<file path="src/rtl/uart_cmd_sender_if.sv">
// Host-side command link bundle: command request/status toward the host and the
// serial TX line plus the byte-receiver handshake toward the robot link.
interface uart_cmd_sender_if;
    logic [15:0] cmd;
    logic        snd_cmd;
    logic        TX;
    logic        rx_rdy;
    logic [7:0]  rx_data;
    logic        clr_rx_rdy;
    logic        busy;
    logic        cmd_snt;
    logic [7:0]  resp;
    logic        resp_rdy;
    logic        timeout;

    modport master (
        output cmd, snd_cmd, rx_rdy, rx_data,
        input  TX, clr_rx_rdy, busy, cmd_snt, resp, resp_rdy, timeout
    );

    modport slave (
        input  cmd, snd_cmd, rx_rdy, rx_data,
        output TX, clr_rx_rdy, busy, cmd_snt, resp, resp_rdy, timeout
    );
endinterface

</file>
<file path="src/rtl/uart_cmd_sender.sv">
// Sends a 16-bit command as two back-to-back 8N1 frames (high byte first) and
// then waits a bounded time for a single response byte from the byte receiver.
module uart_cmd_sender #(
    parameter int BAUD_DIV     = 2604,
    parameter int RESP_TIMEOUT = 1000000
) (
    input  logic             clk,
    input  logic             rst_n,
    uart_cmd_sender_if.slave bus
);
    localparam int BAUD_W = $clog2(BAUD_DIV);
    localparam int TMO_W  = $clog2(RESP_TIMEOUT + 1);
    localparam logic [BAUD_W-1:0] BAUD_LAST = BAUD_W'(BAUD_DIV - 1);
    localparam logic [TMO_W-1:0]  TMO_LAST  = TMO_W'(RESP_TIMEOUT - 1);
    localparam logic [3:0]        STOP_IDX  = 4'd9;

    typedef enum logic [1:0] {IDLE, TX_HIGH, TX_LOW, WAIT_RESP} state_t;

    state_t            state_q, state_d;
    logic [15:0]       cmd_buf_q, cmd_buf_d;
    logic [BAUD_W-1:0] baud_q, baud_d;
    logic [3:0]        bit_q, bit_d;
    logic [TMO_W-1:0]  tmo_q, tmo_d;
    logic              tx_q, tx_d;
    logic              busy_q, busy_d;
    logic              cmd_snt_q, cmd_snt_d;
    logic [7:0]        resp_q, resp_d;
    logic              resp_rdy_q, resp_rdy_d;
    logic              timeout_q, timeout_d;
    logic              clr_q, clr_d;
    logic [7:0]        cur_byte;
    logic              rx_take;

    // Frame position 0 is the start bit, 1..8 are data LSB first, 9 is stop.
    function automatic logic frame_bit(input logic [7:0] data, input logic [3:0] idx);
        if (idx == 4'd0)
            return 1'b0;
        else if (idx >= STOP_IDX)
            return 1'b1;
        else
            return data[3'(idx - 4'd1)];
    endfunction

    always_comb begin
        state_d    = state_q;
        cmd_buf_d  = cmd_buf_q;
        baud_d     = baud_q;
        bit_d      = bit_q;
        tmo_d      = tmo_q;
        tx_d       = tx_q;
        busy_d     = busy_q;
        resp_d     = resp_q;
        resp_rdy_d = resp_rdy_q;
        cmd_snt_d  = 1'b0;
        timeout_d  = 1'b0;
        // The receiver only drops rx_rdy on the edge after our pulse, so a byte
        // already acknowledged last cycle must not be taken or acked again.
        rx_take    = bus.rx_rdy & ~clr_q;
        clr_d      = rx_take;
        cur_byte   = (state_q == TX_HIGH) ? cmd_buf_q[15:8] : cmd_buf_q[7:0];

        case (state_q)
            IDLE: begin
                if (bus.snd_cmd) begin
                    cmd_buf_d  = bus.cmd;
                    resp_rdy_d = 1'b0;
                    state_d    = TX_HIGH;
                    tx_d       = 1'b0;
                    busy_d     = 1'b1;
                    baud_d     = '0;
                    bit_d      = '0;
                end
            end
            TX_HIGH, TX_LOW: begin
                if (baud_q == BAUD_LAST) begin
                    baud_d = '0;
                    if (bit_q == STOP_IDX) begin
                        bit_d = '0;
                        if (state_q == TX_HIGH) begin
                            state_d = TX_LOW;
                            tx_d    = 1'b0;
                        end else begin
                            state_d   = WAIT_RESP;
                            tx_d      = 1'b1;
                            cmd_snt_d = 1'b1;
                            tmo_d     = '0;
                        end
                    end else begin
                        bit_d = bit_q + 4'd1;
                        tx_d  = frame_bit(cur_byte, bit_q + 4'd1);
                    end
                end else begin
                    baud_d = baud_q + 1'b1;
                end
            end
            WAIT_RESP: begin
                tmo_d = tmo_q + 1'b1;
                if (rx_take) begin
                    resp_d     = bus.rx_data;
                    resp_rdy_d = 1'b1;
                    state_d    = IDLE;
                    busy_d     = 1'b0;
                    tmo_d      = '0;
                end else if (tmo_q == TMO_LAST) begin
                    timeout_d = 1'b1;
                    state_d   = IDLE;
                    busy_d    = 1'b0;
                    tmo_d     = '0;
                end
            end
            default: state_d = IDLE;
        endcase
    end

    always_ff @(posedge clk or negedge rst_n) begin
        if (!rst_n) begin
            state_q    <= IDLE;
            baud_q     <= '0;
            bit_q      <= '0;
            tmo_q      <= '0;
            tx_q       <= 1'b1;
            busy_q     <= 1'b0;
            cmd_snt_q  <= 1'b0;
            resp_q     <= 8'h00;
            resp_rdy_q <= 1'b0;
            timeout_q  <= 1'b0;
            clr_q      <= 1'b0;
        end else begin
            state_q    <= state_d;
            baud_q     <= baud_d;
            bit_q      <= bit_d;
            tmo_q      <= tmo_d;
            tx_q       <= tx_d;
            busy_q     <= busy_d;
            cmd_snt_q  <= cmd_snt_d;
            resp_q     <= resp_d;
            resp_rdy_q <= resp_rdy_d;
            timeout_q  <= timeout_d;
            clr_q      <= clr_d;
        end
    end

    // Command buffer is pure data and is always loaded before it is read.
    always_ff @(posedge clk) begin
        cmd_buf_q <= cmd_buf_d;
    end

    assign bus.TX         = tx_q;
    assign bus.busy       = busy_q;
    assign bus.cmd_snt    = cmd_snt_q;
    assign bus.resp       = resp_q;
    assign bus.resp_rdy   = resp_rdy_q;
    assign bus.timeout    = timeout_q;
    assign bus.clr_rx_rdy = clr_q;
endmodule

</file>
<file path="src/flat_wrapper.sv">
// flat-port wrapper written by rule: the top's interface ports become plain ports
module uart_cmd_sender_flat 
#(
    parameter int BAUD_DIV     = 2604,
    parameter int RESP_TIMEOUT = 1000000
)
  (clk, rst_n, bus_cmd, bus_snd_cmd, bus_rx_rdy, bus_rx_data, bus_TX, bus_clr_rx_rdy, bus_busy, bus_cmd_snt, bus_resp, bus_resp_rdy, bus_timeout);
  uart_cmd_sender_if bus_i ();
  input  logic clk;
  input  logic rst_n;
  input wire logic [$bits(bus_i.cmd)-1:0] bus_cmd;
  input wire logic [$bits(bus_i.snd_cmd)-1:0] bus_snd_cmd;
  input wire logic [$bits(bus_i.rx_rdy)-1:0] bus_rx_rdy;
  input wire logic [$bits(bus_i.rx_data)-1:0] bus_rx_data;
  output wire logic [$bits(bus_i.TX)-1:0] bus_TX;
  output wire logic [$bits(bus_i.clr_rx_rdy)-1:0] bus_clr_rx_rdy;
  output wire logic [$bits(bus_i.busy)-1:0] bus_busy;
  output wire logic [$bits(bus_i.cmd_snt)-1:0] bus_cmd_snt;
  output wire logic [$bits(bus_i.resp)-1:0] bus_resp;
  output wire logic [$bits(bus_i.resp_rdy)-1:0] bus_resp_rdy;
  output wire logic [$bits(bus_i.timeout)-1:0] bus_timeout;
  assign bus_i.cmd = bus_cmd;
  assign bus_i.snd_cmd = bus_snd_cmd;
  assign bus_i.rx_rdy = bus_rx_rdy;
  assign bus_i.rx_data = bus_rx_data;
  assign bus_TX = bus_i.TX;
  assign bus_clr_rx_rdy = bus_i.clr_rx_rdy;
  assign bus_busy = bus_i.busy;
  assign bus_cmd_snt = bus_i.cmd_snt;
  assign bus_resp = bus_i.resp;
  assign bus_resp_rdy = bus_i.resp_rdy;
  assign bus_timeout = bus_i.timeout;
  uart_cmd_sender #(.BAUD_DIV(BAUD_DIV), .RESP_TIMEOUT(RESP_TIMEOUT)) u_core (.clk(clk), .rst_n(rst_n), .bus(bus_i));
endmodule
</file>
<file path="config.mk">
export PLATFORM = sky130hd
export DESIGN_NAME = uart_cmd_sender_flat
export DESIGN_NICKNAME = d
export VERILOG_FILES = /design/src/rtl/uart_cmd_sender_if.sv /design/src/rtl/uart_cmd_sender.sv /design/src/flat_wrapper.sv
export SDC_FILE = /design/constraint.sdc
export NUM_CORES = 1
export LEC_CHECK = 0
export CAP_MARGIN = 5
export CORE_ASPECT_RATIO = 1.1
export CORE_MARGIN = 4
export CORE_UTILIZATION = 40
export DETAILED_ROUTE_END_ITERATION = 7
export PLACE_DENSITY = 0.61
export SLEW_MARGIN = 20
export SYNTH_ARGS = -nofsm -noshare
export SYNTH_HDL_FRONTEND = slang
export SYNTH_SLANG_ARGS = --single-unit
</file>
<file path="constraint.sdc">
create_clock -name clk -period 3.6 [get_ports clk]
set_input_delay 0.72 -clock clk [delete_from_list [all_inputs] [get_ports clk]]
set_output_delay 0.72 -clock clk [all_outputs]
set_load 0.01 [all_outputs]
</file>
==> results.yml, run 1 <==
floorplan:
  coreArea_mm2: 0.00850
  chipHeight_um: 107
  initial_utilization_pct: 41.7
  die_w_um: 97.7
  pin_count: 42
  fp.dieArea_mm2: 0.0104
  rows: 35
timing:
  period_share_pct: 70.7
  worst_pin_slew_ns: 1.04
  setup_viol: 0
  skew_ns: 0.0139
  hold_viol: 0
  max_freq_ghz: 0.393
  slew_violations: 0
  fin_setup_tns_ns: 0
  rsz0062_at_grt: "false"
  slew_headroom_pct: 30.3
  period_minus_slack_ns: 2.54
layout:
  insertedDiodeCount: 0
  final_layout_size_suffix_gt1_share_pct: 9.52
  fin_cells: 489
  area_growth_pct: 19.2
  fillers: 799
  regArea_mm2: 0.00178
  multi_input_comb_area_mm2: 0.00165
  fin_nets: 410
logic_synthesis:
  postSynth.asyncResetShare_pct: 76.5
  synth-main-ff-cell: "dfrtp_1"
  yosysSeqAreaShare_pct: 50.4
  synth_edf_count: 16
  ys.warnings.count: 0
  syn_area_mm2: 0.00354
  synthCells: 329
  synth_seq_cells: 68
  syn_avg_cell_area_um2: 10.8
  synth_nets: 366
  ys_types: 53
power:
  ir_drop_mv: 0.168
  power_leakage_nw: 1.68
  power_density_mw_per_mm2: 322
place:
  dpl.hpwl_um: 5260
  io_buffers: 41
  placedCellCount: 473
  gp_congestion: 0.735
clocking:
  cts_setup_buffers: 0
  root_buffer: "clkbuf_8"
  clockBufferDepth: 2
  cts_made_buffers: 9
  hold_buffers: 0
  postCtsResizedCells: 0
  clkTransAtPathRegs_ns: 0.08
  cts.sinks: 68
  htree_num_levels: 3
  cts_tree: "yes"
  clk_latency_ns: 0.34
global_route:
  antenna_found_initial: 0
  grt.overflow.total: 0
  grt_pass1_wl_um: 12600
  grt_pass1_vias: 2578
  grt_max_degree: 35
  track_usage_pct: 14.9
outcome:
  status: "completed"
drt:
  drt_iter0_markers: 95
  totalWireLength_um: 7350
  drtPass1Iterations: 4
  ant_nets: 0
  drc: 0
  avgRoutedWirePerCell_um: 15.0
  vias: 2637
  avgViaCountPerCell: 5.39
worst_setup_path:
  arrival_ns: 2.82
  required_ns: 3.88
  critPathLaunchType: "input pin"
  end_kind: "register"
  critical_path_class: "input pin to register"
  path_max_fanout: 17
hold_path:
  hold_path.class: "input pin to asynchronous set/reset pin"
flow_run:
  max_cap_viol_count: 0
[layout make-up]
cell class / count / share of cell area [%]
clock buffers: 11 / 3.11
clock inverters: 5 / 0.682
inverters: 13 / 1.16
multi-input cells: 236 / 39.2
flip-flops and latches: 68 / 42.3
well taps: 111 / 3.29
repair buffers: 45 / 10.3
[critical path: stages]
cell and delay, ns:
clkdlybuf4s50_1 0.39, nor2b_1 0.16, nand2b_1 0.20, a21oi_2 0.56, buf_4 0.30, and2_1 0.31
a22o_1 0.18
[where the power goes]
group	internal [W]	switching, W
Sequential	0.000789	0.000000415
Combinational	0.0000274	0.0000169
Clock	0.000246	0.000277
[state kept, by name, summed over array words and instances (netlist names)]
signal / count
u_core.bus.busy: 1
u_core.baud_q: 12
u_core.bus.timeout: 1
u_core.state_q: 2
u_core.bus.resp_rdy: 1
u_core.bus.cmd_snt: 1
u_core.bus.clr_rx_rdy: 1
u_core.bus.TX: 1
u_core.bit_q: 4
u_core.bus.resp: 8
u_core.tmo_q: 20
u_core.cmd_buf_q: 16
[cells in the final DEF, fill, tap and decap left out, types with 3 or more instances in the layout]
master,netlist,layout
a21o_1,9,9
a22o_1,9,9
mux4_2,4,4
nand4_1,9,9
and3_1,3,3
edfxtp_1,16,16
o21ai_0,18,18
mux2i_1,10,10
and2_1,3,3
mux2_2,8,8
nor2_1,24,24
nand2_1,25,25
buf_4,0,4
dfrtp_1,51,51
nor2b_1,6,6
o22ai_1,5,5
a21oi_1,13,13
or3_1,4,4
clkdlybuf4s50_1,0,40
o31ai_1,3,3
xnor2_1,5,5
nand4b_1,3,3
nand3_1,20,20
ha_1,9,9
and4_1,4,4
nand2b_1,7,7
nor3_1,4,4
inv_1,13,13
clkbuf_8,0,9
[cell families (layout without fill, tap and decap cells)]
logic type | count (synthesis) | after routing | synth area share, %
adders and majority gates | 9 | 9 | 3.18
AOI/OAI and AO/OA | 71 | 71 | 13.6
DFF | 68 | 68 | 50.4
xor gates and xnor gates | 7 | 7 | 1.73
buffers and inverters | 25 | 74 | 2.97
muxes | 22 | 22 | 7.92
and+or+nand+nor | 127 | 127 | 20.2
[stage by stage]
step           setup slack [ns]  hold WS, ns  power [W]  util (%)  cell area (µm²)
6_report                   1.06        0.467    0.00136      49.6             4220
5_1_grt                   0.891        0.505    0.00143      49.6             4220
4_1_cts                    1.08        0.479    0.00138      49.6             4220
3_5_place_dp              0.713        0.456   0.000851      47.8             4060
3_3_place_gp              0.752        0.467   0.000851      47.8             4060
2_1_floorplan              1.47        0.424   0.000807         -             3540
[path summary, 6_finish.rpt]
check	from	to	slack, ns	depth (start not counted)
max in group asynchronous	rst_n	u_core.bus.resp[4]	2.38	2
hold / removal	rst_n	u_core.bit_q[3]	0.47	1
hold reg to reg	u_core.bus.clr_rx_rdy	u_core.bus.clr_rx_rdy	0.48	1
setup / recovery	bus_rx_rdy	u_core.tmo_q[7]	1.06	7
min in group clk	u_core.bus.clr_rx_rdy	u_core.bus.clr_rx_rdy	0.48	1
setup reg to reg	u_core.bit_q[0]	u_core.bus.TX	1.16	7
[synthesized netlist by cell type, drive strengths merged, types with 3 or more instances]
library cell	n	area, µm²
nand2	25	93.8
nor2b	6	37.5
xnor2	5	43.8
nand3	20	100
o21ai	18	90.1
ha	9	113
or3	4	25.0
a21oi	14	73.8
inv	13	48.8
nor2	24	90.1
o31ai	4	43.8
nand4	9	56.3
mux2i	10	100
and3	3	18.8
dfrtp	51	1280
a21o	9	67.6
nand4b	3	26.3
nor4	3	40.0
nor3	4	20.0
edfxtp	16	480
and2	3	18.8
nand2b	7	43.8
mux4	4	90.1
mux2	8	90.1
clkbuf	9	35.0
and4	4	35.0
o22ai	5	31.3
a22o	9	78.8
buf	3	21.3
[layer usage]
| layer | wire, µm | GRT usage [%] |
|---|---|---|
| met1 | 3470 | 20.0 |
| met2 | 3470 | 23.7 |
| met3 | 327 | 4.49 |
| met4 | 76 | 3.86 |
| met5 | 0 | 0 |
(Power assumes the default switching activity.)
==> inputs of run 2 (changes only) <==
--- a/config.mk
+++ b/config.mk
@@ -10,7 +10,7 @@
 export CORE_MARGIN = 4
 export CORE_UTILIZATION = 40
 export DETAILED_ROUTE_END_ITERATION = 7
-export PLACE_DENSITY = 0.61
+export PLACE_DENSITY = 0.64
 export SLEW_MARGIN = 20
 export SYNTH_ARGS = -nofsm -noshare
 export SYNTH_HDL_FRONTEND = slang
==> constraint.sdc (replaced) <==
create_clock -name clk -period 2.2 [get_ports clk]
set_input_delay 0.44 -clock clk [delete_from_list [all_inputs] [get_ports clk]]
set_output_delay 0.44 -clock clk [all_outputs]
set_load 0.01 [all_outputs]
==> run 2 against run 1 <==
Effect of this change:
- routed wire length increased by 5.2%
- sequential power rose by 63%
- critical path depth did not move
- first-iteration DRC count increased by 19%
- highest routed layer unchanged
- largest cell class unchanged
- critical path type is now register to register
- combinational power up 78%
- via count rose by 5.1%
- critical endpoint is now u_core.bus.TX
- global-route usage up 0.74 points
- clock skew fell by 0.0074 ns
- hold slack worse by 0.030 ns
- sequential share of layout area is 3.7 points lower
==> results.yml, run 2 (synthesized netlist as in run 1, its figures left out) <==
outcome:
  status: "completed"
worst_setup_path:
  reg2reg_depth: 7
  critPathTopFamily: "multiplexers"
  path_buf_inv: 1
  critical_path_class: "register to register"
  crit_chain: "inv_1 > ha_1 > mux4_2 > mux2i_2 > mux2i_1 > a221oi_2 > a22oi_1"
  critPathLaunch: "u_core.bit_q[0]"
  end_kind: "register"
  arrival_ns: 2.36
  required_ns: 2.47
  critPathLaunchType: "register"
  endpoint: "u_core.bus.TX"
  critPathSlowestCell: "mux4_2"
  crit_path_max_incr_delay_ns: 0.52
  r2r-start: "u_core.bit_q[0]"
  rrSetupSlack_ns: 0.11
  path_max_fanout: 4
  r2r-end: "u_core.bus.TX"
  cp.depth: 7
floorplan:
  die_w_um: 97.7
  initial_utilization_pct: 41.7
  rows: 35
  fp.dieArea_mm2: 0.0104
  chipHeight_um: 107
  coreArea_mm2: 0.00850
  pin_count: 42
timing:
  finalWorstSetupSlack_ns: 0.110
  max_freq_ghz: 0.478
  hold_viol: 0
  slew_headroom_pct: 73.6
  finalHoldWorstSlack_ns: 0.436
  slew_violations: 0
  worst_pin_slew_ns: 0.395
  period_minus_slack_ns: 2.09
  period_share_pct: 95.0
  setup_viol: 0
  skew_ns: 0.00642
  fin_setup_tns_ns: 0
place:
  placedCellCount: 501
  io_buffers: 41
  gp_congestion: 0.816
  dpl.hpwl_um: 5500
  place_ws_ns: 0.0650
power:
  p_sw_w: 0.000551
  internal_power_w: 0.00222
  clkPwrFrac_pct: 50.5
  power_density_mw_per_mm2: 599
  power_frac_comb_pct: 2.9
  power_leakage_nw: 1.91
  seq_power_share_pct: 46.6
  p_sw_share_pct: 19.9
  ir_drop_mv: 0.345
layout:
  final_cell_mix: "51 x dfrtp_1, 40 x clkdlybuf4s50_1, 28 x buf_4"
  mostFrequentLayoutCell: "dfrtp_1"
  reg_top3: "u_core.tmo_q x20, u_core.cmd_buf_q x16, u_core.baud_q x12"
  area_growth_pct: 30.7
  final_util_pct: 54.4
  final_layout_size_suffix_gt1_share_pct: 17.7
  regMostFlops: "u_core.tmo_q"
  fin_nets: 439
  largest_reg_flops: 20
  fin_cells: 518
  insertedDiodeCount: 0
drt:
  vias: 2771
  avgViaCountPerCell: 5.35
  drc: 0
  ant_nets: 0
  avgRoutedWirePerCell_um: 14.9
  drt_iter0_markers: 113
  wl_met3_um: 349
  dr.max_layer_used: "met4"
  wl_met2_um: 3640
  drtPass1Iterations: 4
  wl_met1_um: 3650
  totalWireLength_um: 7730
global_route:
  track_usage_pct: 15.6
  grt_pass1_vias: 2796
  antenna_found_initial: 0
  grt.overflow.total: 0
  grt_pass1_wl_um: 13200
  grt_max_degree: 51
clocking:
  cts_tree: "yes"
  clkTransAtPathRegs_ns: 0.08
  htree_num_levels: 3
  clockBufferDepth: 2
  clk_latency_ns: 0.35
  cts_made_buffers: 9
  cts.sinks: 68
  root_buffer: "clkbuf_8"
  cts_setup_buffers: 0
hold_path:
  hold_path.class: "input pin to asynchronous set/reset pin"
flow_run:
  max_cap_viol_count: 0
run 2: changes by cell type in the layout (fill, tap and decap cells not counted), sizes merged:
| cell | previous run | this run |
|---|---|---|
| clkinv | 4 | 1 |
| clkbuf | 11 | 9 |
| inv | 13 | 15 |
| dlygate4sd3 | 0 | 1 |
| buf | 5 | 33 |
| bufinv | 0 | 4 |
| clkinvlp | 1 | 0 |
run 2: worst min path at each step:
stage | cells after the start | slack (ns) | endpoint
finish | 2 | 0.44 | u_core.bit_q[2]
global route | 2 | 0.44 | u_core.bit_q[2]
CTS | 2 | 0.41 | u_core.bit_q[2]
detailed placement | 1 | 0.25 | u_core.bit_q[2]
global placement | 1 | 0.25 | u_core.bit_q[2]
floorplan | 0 | 0.14 | u_core.baud_q[0]
run 2: stage by stage:
stage / power [W] / area (µm²)
after floorplan: 0.00132 / 3540
after global placement: 0.00140 / 4320
after detailed placement: 0.00140 / 4320
after CTS: 0.00280 / 4600
after global routing: 0.00287 / 4630
final: 0.00277 / 4630
run 2: layer usage:
layer | track usage, % | vias up
li1 | - | 1365
met1 | 21.1 | 1347
met2 | 24.1 | 51
met3 | 4.29 | 8
met4 | 6.03 | 0
met5 | 0 | -
run 2: power by group through the flow:
stage               clock (W)  combinational (W)  sequential, W
finish                0.00140          0.0000790        0.00129
global route          0.00149          0.0000875        0.00129
CTS                   0.00143          0.0000817        0.00129
detailed placement          0          0.0000802        0.00132
global placement            0          0.0000798        0.00132
floorplan                   0         0.00000252        0.00132
run 2: cell type report:
type | instances | area [µm²]
Fill cell | 752 | 3870
Clock inverter | 7 | 146
Clock buffer | 9 | 124
Tap cell | 111 | 139
Sequential cell | 68 | 1780
Inverter | 13 | 48.8
Timing Repair Buffer | 74 | 706
Multi-Input combinational cell | 236 | 1680
run 2: timing repair:
action	in CTS	in global routing
endpoints found under the hold margin	1	0
setup endpoints to repair	0	11
hold buffers	1	0
resized for setup	0	5
==> inputs of run 3 (changes only) <==
--- a/config.mk
+++ b/config.mk
@@ -10,7 +10,9 @@
 export CORE_MARGIN = 4
 export CORE_UTILIZATION = 40
 export DETAILED_ROUTE_END_ITERATION = 7
+export MAX_ROUTING_LAYER = met4
 export PLACE_DENSITY = 0.64
+export REMOVE_ABC_BUFFERS = 1
 export SLEW_MARGIN = 20
 export SYNTH_ARGS = -nofsm -noshare
 export SYNTH_HDL_FRONTEND = slang
==> constraint.sdc (replaced) <==
create_clock -name clk -period 2.2 [get_ports clk]
set_input_delay 0.55 -clock clk [delete_from_list [all_inputs] [get_ports clk]]
set_output_delay 0.55 -clock clk [all_outputs]
set_load 0.01 [all_outputs]
==> run 3 against run 2 <==
Effect of this change:
- global-route usage increased by 1.2 points
- first-iteration DRC count increased by 14%
- final cell count is 0.19% lower
- setup slack better by 0.020 ns
- sequential power is essentially flat
- power decreased by 8.5%
- sequential cell count is the same
- clock-buffer cell count unchanged
- via count is 0.58% higher
==> results.yml, run 3 (synthesized netlist as in run 1, its figures left out) <==
floorplan:
  rows: 35
  pin_count: 42
  die_w_um: 97.7
  coreArea_mm2: 0.00850
  chipHeight_um: 107
  fp.dieArea_mm2: 0.0104
  initial_utilization_pct: 41.7
clocking:
  cts.sinks: 68
  cts_made_buffers: 9
  cts_setup_buffers: 0
  clockBufferDepth: 2
  clkTransAtPathRegs_ns: 0.08
  htree_num_levels: 3
  hold_buffers: 0
  root_buffer: "clkbuf_8"
  cts_tree: "yes"
  postCtsResizedCells: 0
  clk_latency_ns: 0.35
timing:
  period_minus_slack_ns: 2.07
  slew_headroom_pct: 67.4
  skew_ns: 0.00849
  worst_pin_slew_ns: 0.489
  setup_viol: 0
  slew_violations: 0
  finalWorstSetupSlack_ns: 0.129
  rsz0062_at_grt: "false"
  hold_viol: 0
  max_freq_ghz: 0.483
  period_share_pct: 94.1
drt:
  drtPass1Iterations: 4
  totalWireLength_um: 7990
  ant_nets: 0
  vias: 2787
  drt_iter0_markers: 129
  drc: 0
  avgViaCountPerCell: 5.39
  avgRoutedWirePerCell_um: 15.4
flow_run:
  max_cap_viol_count: 0
place:
  place_ws_ns: 0.0262
  dpl.hpwl_um: 5750
  placed_area_mm2: 0.00428
  io_buffers: 41
  placedCellCount: 501
  gp_congestion: 0.835
power:
  power_density_mw_per_mm2: 556
  power_leakage_nw: 1.87
  power.total_w: 0.00253
  ir_drop_mv: 0.358
layout:
  fin_nets: 438
  final_util_pct: 53.7
  final_layout_size_suffix_gt1_share_pct: 18.2
  final_area_mm2: 0.00456
  area_growth_pct: 28.8
  regMostFlops: "u_core.tmo_q"
  fin_cells: 517
  final_cell_mix: "51 x dfrtp_1, 40 x clkdlybuf4s50_1, 31 x buf_4"
  insertedDiodeCount: 0
  mostFrequentLayoutCell: "dfrtp_1"
  reg_top3: "u_core.tmo_q x20, u_core.cmd_buf_q x16, u_core.baud_q x12"
  largest_reg_flops: 20
worst_setup_path:
  path_max_fanout: 9
  critical_path_class: "register to register"
  critPathLaunchType: "register"
  arrival_ns: 2.31
  required_ns: 2.44
  end_kind: "register"
outcome:
  status: "completed"
global_route:
  busiest_layer: "met2"
  grt_pass1_vias: 2906
  use_met2_pct: 27.4
  met1_usage_pct: 20.9
  antenna_found_initial: 0
  track_usage_pct: 16.9
  grt_max_degree: 26
  grtUsageMet3_pct: 4.75
  grt_pass1_wl_um: 13800
  grt.overflow.total: 0
hold_path:
  hold_path.class: "input pin to asynchronous set/reset pin"
==> run 3: critical path: stages, from the launching register on <==
cell	delay [ns]
dfrtp_1	0.43
or4_4	0.51
nor4_4	0.22
a21oi_2	0.13
buf_4	0.18
or3_1	0.32
a21o_1	0.18
==> run 3: final timing paths <==
check,from,endpoint,slack [ns],cells past startpoint
setup / recovery,u_core.tmo_q[10],u_core.bus.busy,0.13,6
setup reg to reg,u_core.tmo_q[10],u_core.bus.busy,0.13,6
hold / removal,rst_n,u_core.tmo_q[19],0.16,1
hold reg to reg,u_core.tmo_q[17],u_core.tmo_q[17],0.47,1
min in group clk,u_core.tmo_q[17],u_core.tmo_q[17],0.47,1
max in group asynchronous,rst_n,u_core.bit_q[3],1.48,2
==> run 3: per-stage QoR <==
| step | hold slack (ns) | TNS (ns) |
|---|---|---|
| 2_1_floorplan | 0.254 | -0.00910 |
| 3_3_place_gp | 0.462 | 0 |
| 3_5_place_dp | 0.469 | 0 |
| 4_1_cts | 0.171 | 0 |
| 5_1_grt | 0.173 | 0 |
| 6_report | 0.163 | 0 |
==> run 3: power breakdown <==
part	internal [W]	total, W	switching [W]
combinational	0.0000500	0.0000799	0.0000299
sequential	0.00129	0.00129	0.000000661
clock	0.000646	0.00116	0.000516
total	0.00199	0.00253	0.000546
==> run 3: per-layer routing <==
metal / up-vias / wire, µm
met5: - / 0
met4: 0 / 88
met3: 7 / 319
met2: 60 / 3890
met1: 1359 / 3690
li1: 1361 / -
==> run 3: final cells by class <==
cell class	instances	area (µm²)
multi-input combinational	236	1710
clock buffer	9	124
inverter	13	48.8
sequential	68	1780
clock inverter	7	100
tap	111	139
timing repair buffer	73	658
fill	771	3940
